`src/rtl/gcd_pkg.sv`:
```
// Shared GCD definitions: opcode encodings and the default datapath width,
// used by both the datapath and the control unit.
package gcd_pkg;

    localparam int unsigned GCD_W  = 8;
    localparam int unsigned S_BITS = 4;

    typedef logic [S_BITS-1:0] opcode_t;

    localparam opcode_t S_NEQ = 4'b1111;
    localparam opcode_t S_LT  = 4'b1110;
    localparam opcode_t S_SUB = 4'b0010;
    localparam opcode_t S_NOP = 4'b0000;

endpackage

```
`src/rtl/gcd_alu.sv`:
```
// Combinational compare / absolute-difference unit of the GCD datapath.
// With GCD_DP_ZERO_CHK_EN, NEQ reports "equal" when either operand is zero.
module gcd_alu
    import gcd_pkg::*;
#(
    parameter int unsigned W = GCD_W
) (
    input  logic [S_BITS-1:0] s,
    input  logic [W-1:0]      x,
    input  logic [W-1:0]      y,
    output logic              d,
    output logic [W-1:0]      alu
);

    always_comb begin
        d   = 1'b0;
        alu = '0;
        case (s)
            S_NEQ:   d   = (x != y);
            S_LT:    d   = (x < y);
            S_SUB:   alu = (x >= y) ? W'(x - y) : W'(y - x);
            default: ;
        endcase
`ifdef GCD_DP_ZERO_CHK_EN
        // A zero operand would never converge; force termination instead.
        if ((s == S_NEQ) && ((x == '0) || (y == '0))) begin
            d = 1'b0;
        end
`endif
    end

endmodule

```
`src/rtl/gcd_datapath.sv`:
```
// GCD datapath: operand buffer, working registers X/Y, result register with
// valid/ready output. Optional zero-operand check via GCD_DP_ZERO_CHK_EN.
module gcd_datapath
    import gcd_pkg::*;
#(
    parameter int unsigned W = GCD_W
) (
    input  logic              clk,
    input  logic              rst_n,
    input  logic              in_valid,
    output logic              in_ready,
    input  logic [W-1:0]      in_x,
    input  logic [W-1:0]      in_y,
    output logic              go,
    input  logic              Xs,
    input  logic              Ys,
    input  logic              Xld,
    input  logic              Yld,
    input  logic              Dld,
    input  logic [S_BITS-1:0] S,
    output logic              D,
    output logic              res_valid,
    input  logic              res_ready,
    output logic [W-1:0]      res,
    output logic              err
);

    logic [W-1:0] x_q, y_q;
    logic [W-1:0] buf_x, buf_y;
    logic         buf_full;
    logic [W-1:0] r_q;
    logic         res_valid_q;
    logic         err_q;
    logic [W-1:0] alu;

    logic         capture;
    logic         consume;
    logic         res_hs;
    logic [W-1:0] r_next;
    logic         err_next;

    gcd_alu #(.W(W)) u_alu (
        .s   (S),
        .x   (x_q),
        .y   (y_q),
        .d   (D),
        .alu (alu)
    );

    assign in_ready  = rst_n & ~buf_full;
    assign go        = buf_full;
    assign res_valid = res_valid_q;
    assign res       = r_q;
    assign err       = err_q;

    assign capture = in_valid & in_ready;
    assign consume = Xld & ~Xs & Yld & ~Ys;
    assign res_hs  = res_valid_q & res_ready;

    // Value and error flag captured into the result register on Dld.
    always_comb begin
        r_next   = x_q;
        err_next = 1'b0;
`ifdef GCD_DP_ZERO_CHK_EN
        if ((x_q == '0) || (y_q == '0)) begin
            r_next   = (x_q >= y_q) ? x_q : y_q;
            err_next = 1'b1;
        end
`endif
    end

    always_ff @(posedge clk) begin
        if (!rst_n) begin
            x_q         <= '0;
            y_q         <= '0;
            buf_x       <= '0;
            buf_y       <= '0;
            buf_full    <= 1'b0;
            r_q         <= '0;
            res_valid_q <= 1'b0;
            err_q       <= 1'b0;
        end else begin
            if (Xld) begin
                x_q <= Xs ? alu : buf_x;
            end
            if (Yld) begin
                y_q <= Ys ? alu : buf_y;
            end

            if (capture) begin
                buf_x    <= in_x;
                buf_y    <= in_y;
                buf_full <= 1'b1;
            end else if (consume) begin
                buf_full <= 1'b0;
            end

            // A new result takes priority over a coincident handshake.
            if (Dld) begin
                r_q         <= r_next;
                res_valid_q <= 1'b1;
                err_q       <= err_next;
            end else if (res_hs) begin
                res_valid_q <= 1'b0;
                err_q       <= 1'b0;
            end
        end
    end

endmodule
```
`config.mk`:
```
export PLATFORM = sky130hd
export DESIGN_NAME = gcd_datapath
export DESIGN_NICKNAME = d
export VERILOG_FILES = /design/src/rtl/gcd_pkg.sv /design/src/rtl/gcd_alu.sv /design/src/rtl/gcd_datapath.sv
export SDC_FILE = /design/constraint.sdc
export NUM_CORES = 1
export LEC_CHECK = 0
export CAP_MARGIN = 20
export CORE_UTILIZATION = 45
export CTS_CLUSTER_DIAMETER = 120
export DETAILED_ROUTE_END_ITERATION = 12
export HOLD_SLACK_MARGIN = 0.03
export PLACE_DENSITY = 0.77
export SLEW_MARGIN = 10
export SYNTH_ARGS = -nofsm -noshare
export SYNTH_HDL_FRONTEND = slang
export SYNTH_SLANG_ARGS = --single-unit
```
`constraint.sdc`:
```
create_clock -name clk -period 5.8 [get_ports clk]
set_clock_uncertainty 0.1 [all_clocks]
set_input_delay 1.45 -clock clk [delete_from_list [all_inputs] [get_ports clk]]
set_output_delay 1.45 -clock clk [all_outputs]
set_load 0.03 [all_outputs]
```
==> results by group, run 1 <==
Final layout
  • Reg area: between 800 and 900 um2
  • Antenna diodes: 0
  • Non-Filler Instances: about 400
  • Nets: about 370
  • Ratio of cells with drive above 1 in the final layout: 0.0608
  • Layout area overhead: 22.1%
  • Most frequent cells in the layout: nand2_1 (43), dfxtp_1 (42), clkdlybuf4s50_1 (40)
  • Filler cell count: a little under 500
  • Commonest non-fill, non-tap cell in the layout: nand2_1
  • Multi-input gate area in the final layout: about 1400 um2

Placed design
  • Input/output buffers: 40
  • Hpwl dp: 4160 um
  • Placed Instances: between 300 and 400
  • GP Congestion: 0.876

Detailed routing
  • Residual DRC count: 0
  • Drt wl/cell: 14.1 um
  • Drt pass-1 iters: 4
  • Via density: 5.42
  • DRT Wirelength: between 5000 and 6000 um
  • Detailed router's first-iteration violation count: between 150 and 200
  • Final ANT Viol Nets: 0
  • Vias post-DR: approximately 2200

Yosys
  • Synth Instances: 295
  • Sequential fraction of the synthesis area: 0.345
  • Yosys cell types: 49
  • Synth Area in Compound Gates: 0.243
  • Yosys reg bits: 42
  • Post-synthesis mux area share: 0.0627
  • Synth warn: 0
  • Main combinational cell family by area after synthesis: compound AO/OA/AOI/OAI gates
  • Simple-gate share of the synthesized area: 0.182
  • Post-Syn Area: 2440 um2
  • Mapped Nets: 341
  • Post-Syn Area per Cell: 8.26 um2
  • Adder-Cell Fraction of Synth Area: 0.0935
  • Synth Area in XOR/XNOR: 0.0108

Setup path
  • Crit path kind: in -> out
  • Crit. End Element: output port
  • Worst R2R Path Depth: 9
  • CP Cell Sequence: clkdlybuf4s50_1, or3_2, a21oi_1, clkdlybuf4s50_1
  • Terminus of the critical flop-to-flop path: y_q[6]
  • CP max stage delay: 0.68 ns
  • CP most frequent cell: clkdlybuf4s50_1
  • Register-to-register setup slack: between 3 and 4 ns
  • Critical register-to-register path startpoint: r_next[0]
  • Crit path DAT: roughly 3.2 ns
  • Crit Path Max Fanout: 3
  • Startpoint Class: input pin
  • CP Data Required Time: between 4 and 5 ns
  • Critical-path top delay cell: clkdlybuf4s50_1

Pwr
  • Design Power: just under 800 uW
  • Sw frac: 0.331
  • Pwr dens: between 200 and 300 nW/um2
  • Sequential share of power: 0.419
  • Combinational share of power: 0.326
  • Switching power: between 200 and 300 uW
  • VDD IR max: approximately 0.00013 V
  • Cell internal pwr: ~520 uW
  • Lkg Pwr: between 0.001 and 0.0015 uW
  • Clock power frac: 0.255

CTS
  • Clock Sinks: 42
  • Post-CTS sizing: 0
  • Clock buffer depth: 2
  • # Post-CTS Setup Buffers: 0
  • CTS Root Cell: clkbuf_8
  • Clk Latency, worst-skew pair: a little under 0.3 ns
  • H-Tree Depth: 2
  • Clock-pin transition on the worst setup and hold timing paths: 0.08 ns
  • Cts bufs inserted: 5
  • CTS tree: built
  • Hold-fix buffers, CTS: 0

Status
  • Status: finished, final reports clean

Floorplanning
  • Num ports: 42
  • Core Area: slightly above 5000 um2
  • # rows: 26
  • Die Wd: 75.6 um
  • DIE AREA: 5710 um2
  • Initial Util: 0.471
  • Die Y: between 70 and 80 um

STA
  • RSZ-0062 raised after global routing: no
  • Fin crit share: 0.821
  • Min cycle time layout: about 4.8 ns
  • Worst hold margin: 0.363 ns
  • Setup TNS: 0 ns
  • Final Hold Vio Count: 0
  • Final setup violating endpoints: 0
  • Worst Tran Pin Value: 0.700 ns
  • Max transition margin: 0.532
  • FMAX: between 200 and 250 MHz
  • Max Slew Vio Count: 0

GRT
  • First-pass GRT wire length: approximately 9400 um
  • Largest net degree at the start of global routing: between 40 and 50
  • Vias in the first global route: 1975
  • Grt ovf: 0
  • Initial antenna violation count: 0
  • Global Route Usage Sum: 0.220

Worst hold path
  • Hold path startpoint: buf_x[0]
  • Hold Path Class: reg -> reg
  • Hold Path Depth: 2
  • Hold path endpoint: buf_x[0]

Job
  • Max Cap Viol: 0
==> metal layers <==
metal  track usage  routed length [um]  part of all wire
met1         0.303                2710              0.48
met2         0.357                2620              0.46
met3        0.0317                 242             0.043
met4        0.0658                  61             0.011
met5             0                   0                 0
==> critical path, delay by kind of cell <==
| kind | cells | cell delay [ns] |
|---|---|---|
| buffers and inverters | 2 | 1.13 |
| AO/OA/AOI/OAI | 1 | 0.15 |
| AND/OR/NAND/NOR | 1 | 0.49 |
==> synth_stat cells, drive strengths merged <==
library cell	count	area (um2)
inv	22	82.6
xnor2	2	17.5
o211ai	1	7.51
a21oi	18	97.6
o21bai	1	7.51
fa	2	40.0
o221ai	2	17.5
o21ai	34	174
xor2	1	8.76
clkbuf	13	48.8
nor2	5	26.3
ha	15	188
or3b	1	8.76
nor4b	1	15.0
dfxtp	42	841
a32oi	1	8.76
nand2	43	161
nand4	3	18.8
nor3	2	10.0
and3	1	6.26
a2bb2oi	2	17.5
o211a	2	20.0
a21o	4	30.0
nand3	5	25.0
nand3b	2	15.0
a31oi	5	37.5
nor2b	13	81.3
mux2i	13	130
conb	1	3.75
a211o	2	17.5
a221o	3	30.0
or2	1	6.26
and2	5	31.3
or3	4	26.3
a41oi	2	17.5
o21a	2	15.0
mux2	2	22.5
o221a	1	11.3
a211oi	4	30.0
buf	3	17.5
nor4	2	12.5
a21boi	7	52.6
==> cell families (layout without fill, tap and decap cells) <==
group,count (synthesis),after routing
other cells,1,1
mux,15,15
simple gates,88,88
buf+inv,38,72
compound gates,91,91
flops,42,42
fa+ha+maj,17,17
xor+xnor,3,3
==> per-stage QoR <==
stage,util,cell area (um2),setup slack [ns]
3_3_place_gp,0.554,2870,1.06
6_report,0.575,2980,1.04
5_1_grt,0.575,2980,0.977
3_5_place_dp,0.557,2880,1.03
2_1_floorplan,-,2440,1.82
4_1_cts,0.575,2980,1.02
==> power groups by stage <==
stage | Sequential, uW | Combinational [uW] | Clock [uW]
2_1_floorplan | 331 | 174 | 0
4_1_cts | 323 | 249 | 200
6_report | 323 | 251 | 197
5_1_grt | 326 | 277 | 211
3_3_place_gp | 329 | 241 | 0
3_5_place_dp | 330 | 247 | 0
==> layout make-up <==
class / count / share of cell area
multi-input cells: 215 / 0.486
clock buffers: 6 / 0.0278
inverters: 22 / 0.0278
well taps: 70 / 0.0294
clock inverters: 2 / 0.00421
flip-flops and latches: 42 / 0.283
repair buffers: 42 / 0.142
==> flip-flops by register name, summed over array words and instances, names as in the netlist <==
name,cells
y_q,8
r_next,8
go,1
buf_y,8
res_valid,1
buf_x,8
res,8
==> how the worst max path moves through the flow <==
stage | from | to | slack, ns | cells past startpoint
2_1_floorplan | S[0] | D | 1.82 | 2
3_3_place_gp | S[0] | D | 1.06 | 4
3_5_place_dp | S[0] | D | 1.03 | 4
4_1_cts | S[0] | D | 1.02 | 4
5_1_grt | S[0] | D | 0.98 | 4
6_report | S[0] | D | 1.04 | 4
(Power assumes the default switching activity.)
==> inputs of run 2 (changes only) <==
Settings changed: PLACE_DENSITY 0.77 to 0.79.
Clock period 5.8 ns to 4 ns, I/O delays scaled along.
==> results by group, run 2 (synthesis results as in run 1) <==
CTS
  • # Post-CTS Setup Buffers: 0 (unchanged)
  • Clk Latency, worst-skew pair: 0.30 ns (about the same)
  • CTS Root Cell: clkbuf_8
  • CTS tree: built
  • Clock-pin transition on the worst setup and hold timing paths: 0.08 ns (about the same)
  • Clock buffer depth: 2 (unchanged)
  • H-Tree Depth: 2 (unchanged)
  • Cts bufs inserted: 5 (unchanged)
  • Post-CTS sizing: 0 (unchanged)
  • Clock Sinks: 42 (unchanged)
  • Hold-fix buffers, CTS: 0 (unchanged)

Worst hold path
  • Hold Path Depth: 2 (unchanged)
  • Hold Path Class: reg -> reg
  • Hold path startpoint: buf_y[2]
  • Hold path endpoint: buf_y[2]

Floorplanning
  • Die Wd: 75.6 um (unchanged)
  • DIE AREA: 5710 um2 (unchanged)
  • Core Area: 5170 um2 (unchanged)
  • # rows: 26 (unchanged)
  • Initial Util: 0.471 (unchanged)
  • Num ports: 42 (unchanged)
  • Die Y: 75.6 um (unchanged)

STA
  • Min cycle time layout: roughly 3.6 ns
  • Setup TNS: 0 ns (unchanged)
  • Fin crit share: 0.889
  • FMAX: around 280 MHz
  • Worst Tran Pin Value: 0.649 ns (-0.0512 ns)
  • RSZ-0062 raised after global routing: no
  • Worst hold margin: 0.360 ns (-0.00322 ns)
  • Max Slew Vio Count: 0 (unchanged)
  • Max transition margin: 0.566 (+0.0342)
  • Final setup violating endpoints: 0 (unchanged)
  • Final Hold Vio Count: 0 (unchanged)

Setup path
  • Crit path DAT: 2.46 ns (-0.75 ns)
  • Register-to-register setup slack: 1.47 ns (-1.77 ns)
  • Crit Path Max Fanout: 7 (+4)
  • CP Cell Sequence: inv_1, ha_1, a21oi_2, o21ai_2, or3_2, a21oi_1, dlymetal6s2s_1
  • CP max stage delay: 0.46 ns (-0.22 ns)
  • Terminus of the critical flop-to-flop path: r_next[4]
  • Worst Setup SP: r_next[5]
  • Critical register-to-register path startpoint: r_next[4]
  • Crit. End Element: output port
  • CP Data Required Time: 2.90 ns (-1.35 ns)
  • Startpoint Class: flip-flop
  • Critical-path top delay cell: or3_2
  • Crit path kind: reg -> out
  • Worst R2R Path Depth: 8 (-1)

GRT
  • Grt ovf: 0 (unchanged)
  • Vias in the first global route: 2123 (+7.5%)
  • Global Route Usage Sum: 0.230 (+0.0101)
  • First-pass GRT wire length: 9740 um (+3.3%)
  • Largest net degree at the start of global routing: 43 (unchanged)
  • Initial antenna violation count: 0 (unchanged)

Detailed routing
  • Drt pass-1 iters: 5 (+1)
  • Via density: 5.53 (+2.0%)
  • Final ANT Viol Nets: 0 (unchanged)
  • Vias post-DR: 2208 (+2.0%)
  • DRT Wirelength: 5800 um (+3.0%)
  • Detailed router's first-iteration violation count: 168 (+8.4%)
  • Residual DRC count: 0 (unchanged)
  • Drt wl/cell: 14.5 um (+3.0%)

Placed design
  • Input/output buffers: 40 (unchanged)
  • Hpwl dp: 4380 um (+5.4%)
  • Placed instance area: 2870 um2 (-0.35%)
  • GP Congestion: 0.836 (-4.6%)

Final layout
  • Layout area overhead: 22.4%
  • Nets: 374 (unchanged)
  • Commonest non-fill, non-tap cell in the layout: nand2_1
  • Most frequent cells in the layout: nand2_1 (43), dfxtp_1 (42), clkdlybuf4s50_1 (38)
  • Filler cell count: 479 (-0.62%)
  • Cell area after layout: 2980 um2 (+0.25%)
  • Ratio of cells with drive above 1 in the final layout: 0.0608 (unchanged)
  • Antenna diodes: 0 (unchanged)

Pwr
  • Pwr dens: 392 nW/um2 (+51%)
  • VDD IR max: 0.000267 V (+100%)
  • Lkg Pwr: 0.00118 uW (+1.8%)

Job
  • Max Cap Viol: 0 (unchanged)

Status
  • Status: finished, final reports clean
[run 2: cell count changes in the layout (fill, tap and decap cells not counted)]
cell | before | now
bufinv_16 | 0 | 1
clkbuf_1 | 0 | 1
clkbuf_8 | 6 | 5
clkdlybuf4s50_1 | 40 | 38
dlymetal6s2s_1 | 0 | 1
buf_8 | 1 | 0
clkinv_2 | 1 | 0
buf_4 | 1 | 3
[run 2: worst max path at each step]
stage	end	depth (start not counted)	slack, ns
after floorplan	D	6	0.87
after global placement	D	4	0.16
after detailed placement	D	4	0.15
after CTS	D	7	0.06
after global routing	D	7	0.29
final	D	7	0.44
[run 2: cell type report]
cell class                      count  area (um2)  share of cell area
Inverter                           22        82.6              0.0277
Sequential cell                    42         841               0.282
Clock inverter                      2        37.5              0.0126
Multi-Input combinational cell    215        1450               0.485
Clock buffer                        6        72.6              0.0243
Tap cell                           70        87.6              0.0294
Timing Repair Buffer               42         415               0.139
[run 2: routing by layer]
metal | wire (um) | track usage | share of wire | vias up
li1 | - | - | - | 1093
met1 | 2660 | 0.293 | 0.46 | 1028
met2 | 2680 | 0.380 | 0.46 | 77
met3 | 317 | 0.0410 | 0.055 | 10
met4 | 136 | 0.103 | 0.023 | 0
met5 | 0 | 0 | 0 | -
[run 2: worst max-delay path, delay by kind of cell, from the launching register on]
family	cells	cell delay, ns
compound gates	3	0.52
simple gates	1	0.46
flops	1	0.43
fa+ha+maj	1	0.39
buf+inv	2	0.37
[run 2: stage by stage]
stage / total power [uW] / cells / util / setup WS [ns]
floorplan: 732 / 295 / - / 0.870
global placement: 825 / 391 / 0.555 / 0.158
detailed placement: 838 / 391 / 0.555 / 0.145
CTS: 1170 / 399 / 0.576 / 0.0635
global route: 1230 / 399 / 0.577 / 0.295
finish: 1170 / 399 / 0.577 / 0.443
[run 2: where the power goes]
group	internal (uW)	leakage (uW)	switching, uW
registers	446	0.000345	22.1
clock network	186	0.0000514	151
logic	161	0.000779	204
==> inputs of run 3 (changes only) <==
Settings changed: CORE_UTILIZATION 45 to 30, PLACE_DENSITY 0.79 to 0.59, SLEW_MARGIN 10 to 20.
==> results by group, run 3 (synthesis results as in run 1) <==
CTS
  • Cts bufs inserted: 5 (unchanged)
  • Clock Sinks: 42 (unchanged)
  • Clock-pin transition on the worst setup and hold timing paths: 0.08 ns (about the same)
  • Clock buffer depth: 2 (unchanged)
  • # Post-CTS Setup Buffers: 0 (unchanged)
  • CTS tree: built
  • Clk Latency, worst-skew pair: 0.29 ns (about the same)
  • H-Tree Depth: 2 (unchanged)
  • Post-CTS sizing: 0 (unchanged)
  • Hold-fix buffers, CTS: 0 (unchanged)
  • CTS Root Cell: clkbuf_8

Setup path
  • Crit Path Max Fanout: 7 (unchanged)
  • Crit path kind: reg -> out
  • Terminus of the critical flop-to-flop path: r_next[4]
  • Critical register-to-register path startpoint: r_next[4]
  • Worst Setup SP: r_next[5]
  • Worst R2R Path Depth: 8 (unchanged)
  • Startpoint Class: flip-flop
  • Crit path DAT: 2.45 ns (about the same)
  • Crit. End Element: output port
  • CP Data Required Time: 2.90 ns (about the same)
  • Register-to-register setup slack: 1.47 ns (about the same)

Pwr
  • VDD IR max: 0.000150 V (-44%)
  • Cell internal pwr: 728 uW (-8.3%)
  • Sw frac: 0.336 (+0.0144)
  • Sequential share of power: 0.428 (+0.028)
  • Lkg Pwr: 0.00116 uW (-1.2%)
  • Pwr dens: 366 nW/um2 (-6.7%)
  • Switching power: 369 uW (-2.2%)
  • Clock power frac: 0.241 (-0.047)
  • Combinational share of power: 0.332 (+0.020)

Floorplanning
  • Initial Util: 0.312 (-0.159)
  • Die Y: 92.1 um (+22%)
  • DIE AREA: 8480 um2 (+49%)
  • Core Area: 7810 um2 (+51%)
  • # rows: 32 (+23%)
  • Die Wd: 92.1 um (+22%)
  • Num ports: 42 (unchanged)

Detailed routing
  • DRT Wirelength: 5910 um (+1.8%)
  • Via density: 4.96 (-10%)
  • Drt wl/cell: 13.7 um (-5.5%)
  • Detailed router's first-iteration violation count: 119 (-29%)
  • Vias post-DR: 2132 (-3.4%)
  • Drt pass-1 iters: 4 (-1)
  • Final ANT Viol Nets: 0 (unchanged)
  • Residual DRC count: 0 (unchanged)

STA
  • FMAX: 282 MHz (+0.18%)
  • Max transition margin: 0.514 (-0.0525)
  • Fin crit share: 0.888 (-0.00162)
  • Worst Tran Pin Value: 0.727 ns (+0.0785 ns)
  • Max Slew Vio Count: 0 (unchanged)
  • Min cycle time layout: 3.55 ns (-0.00648 ns)
  • Setup TNS: 0 ns (unchanged)
  • RSZ-0062 raised after global routing: no
  • Final setup violating endpoints: 0 (unchanged)
  • Final Hold Vio Count: 0 (unchanged)

GRT
  • Initial antenna violation count: 0 (unchanged)
  • First-pass GRT wire length: 10100 um (+3.8%)
  • Global Route Usage Sum: 0.147 (-0.0825)
  • Largest net degree at the start of global routing: 43 (unchanged)
  • Vias in the first global route: 2095 (-1.3%)
  • Grt ovf: 0 (unchanged)

Worst hold path
  • Hold path endpoint: buf_x[1]
  • Hold Path Depth: 2 (unchanged)
  • Hold path startpoint: buf_x[1]
  • Hold Path Class: reg -> reg

Final layout
  • Commonest non-fill, non-tap cell in the layout: nand2_1
  • Ratio of cells with drive above 1 in the final layout: 0.0579 (-0.00286)
  • Multi-input gate area in the final layout: 1450 um2 (unchanged)
  • Nets: 374 (unchanged)
  • Antenna diodes: 0 (unchanged)
  • Layout area overhead: 22.9%
  • Filler cell count: 805 (+68%)
  • Reg area: 841 um2 (unchanged)
  • Most frequent cells in the layout: nand2_1 (43), dfxtp_1 (42), clkdlybuf4s50_1 (38)
  • Final Util: 0.383 (-0.193)

Job
  • Max Cap Viol: 0 (unchanged)

Placed design
  • Hpwl dp: 4420 um (+0.74%)
  • GP Congestion: 0.834 (-0.19%)
  • Input/output buffers: 40 (unchanged)

Status
  • Status: finished, final reports clean
run 3: cell types whose count changed in the layout (fill, tap and decap cells not counted):
| cell | change |
|---|---|
| bufinv_16 | -1 |
run 3: through the flow:
stage | hold WS [ns] | instance area [um2] | setup WS (ns) | total power (uW) | instances
CTS | 0.362 | 2990 | 0.0379 | 1100 | 430
detailed placement | 0.349 | 2910 | 0.121 | 839 | 423
floorplan | 0.331 | 2440 | 0.870 | 732 | 295
global route | 0.381 | 2990 | 0.363 | 1160 | 430
global placement | 0.346 | 2910 | 0.148 | 834 | 423
finish | 0.358 | 2990 | 0.450 | 1100 | 430
run 3: how the worst max path moves through the flow:
stage	end	slack [ns]	cells past startpoint
final	D	0.45	7
after global routing	D	0.36	7
after CTS	D	0.04	7
after detailed placement	D	0.12	4
after global placement	D	0.15	4
after floorplan	D	0.87	6
run 3: routing by layer:
metal	up-vias	wire length [um]	GRT usage
li1	1095	-	-
met1	966	3050	0.208
met2	63	2500	0.229
met3	8	256	0.0249
met4	0	109	0.0430
met5	-	0	0
run 3: cell type report:
cell class	count	area share
Multi-Input combinational cell	215	0.483
Sequential cell	42	0.281
Timing Repair Buffer	42	0.139
Tap cell	102	0.0426
Inverter	22	0.0276
Clock buffer	6	0.0242
Clock inverter	1	0.00251
run 3: power groups by stage:
| stage | registers (uW) | logic [uW] | clock network, uW |
|---|---|---|---|
| floorplan | 480 | 252 | 0 |
| global placement | 477 | 357 | 0 |
| detailed placement | 478 | 361 | 0 |
| CTS | 469 | 363 | 273 |
| global route | 472 | 402 | 289 |
| finish | 469 | 364 | 264 |
run 3: worst max-delay path, cell delays in order (launching register included):
cell and delay (ns):
dfxtp_1 0.43, inv_1 0.07, ha_1 0.39, a21oi_2 0.24, o21ai_2 0.12, or3_2 0.46
a21oi_1 0.14, dlymetal6s2s_1 0.30
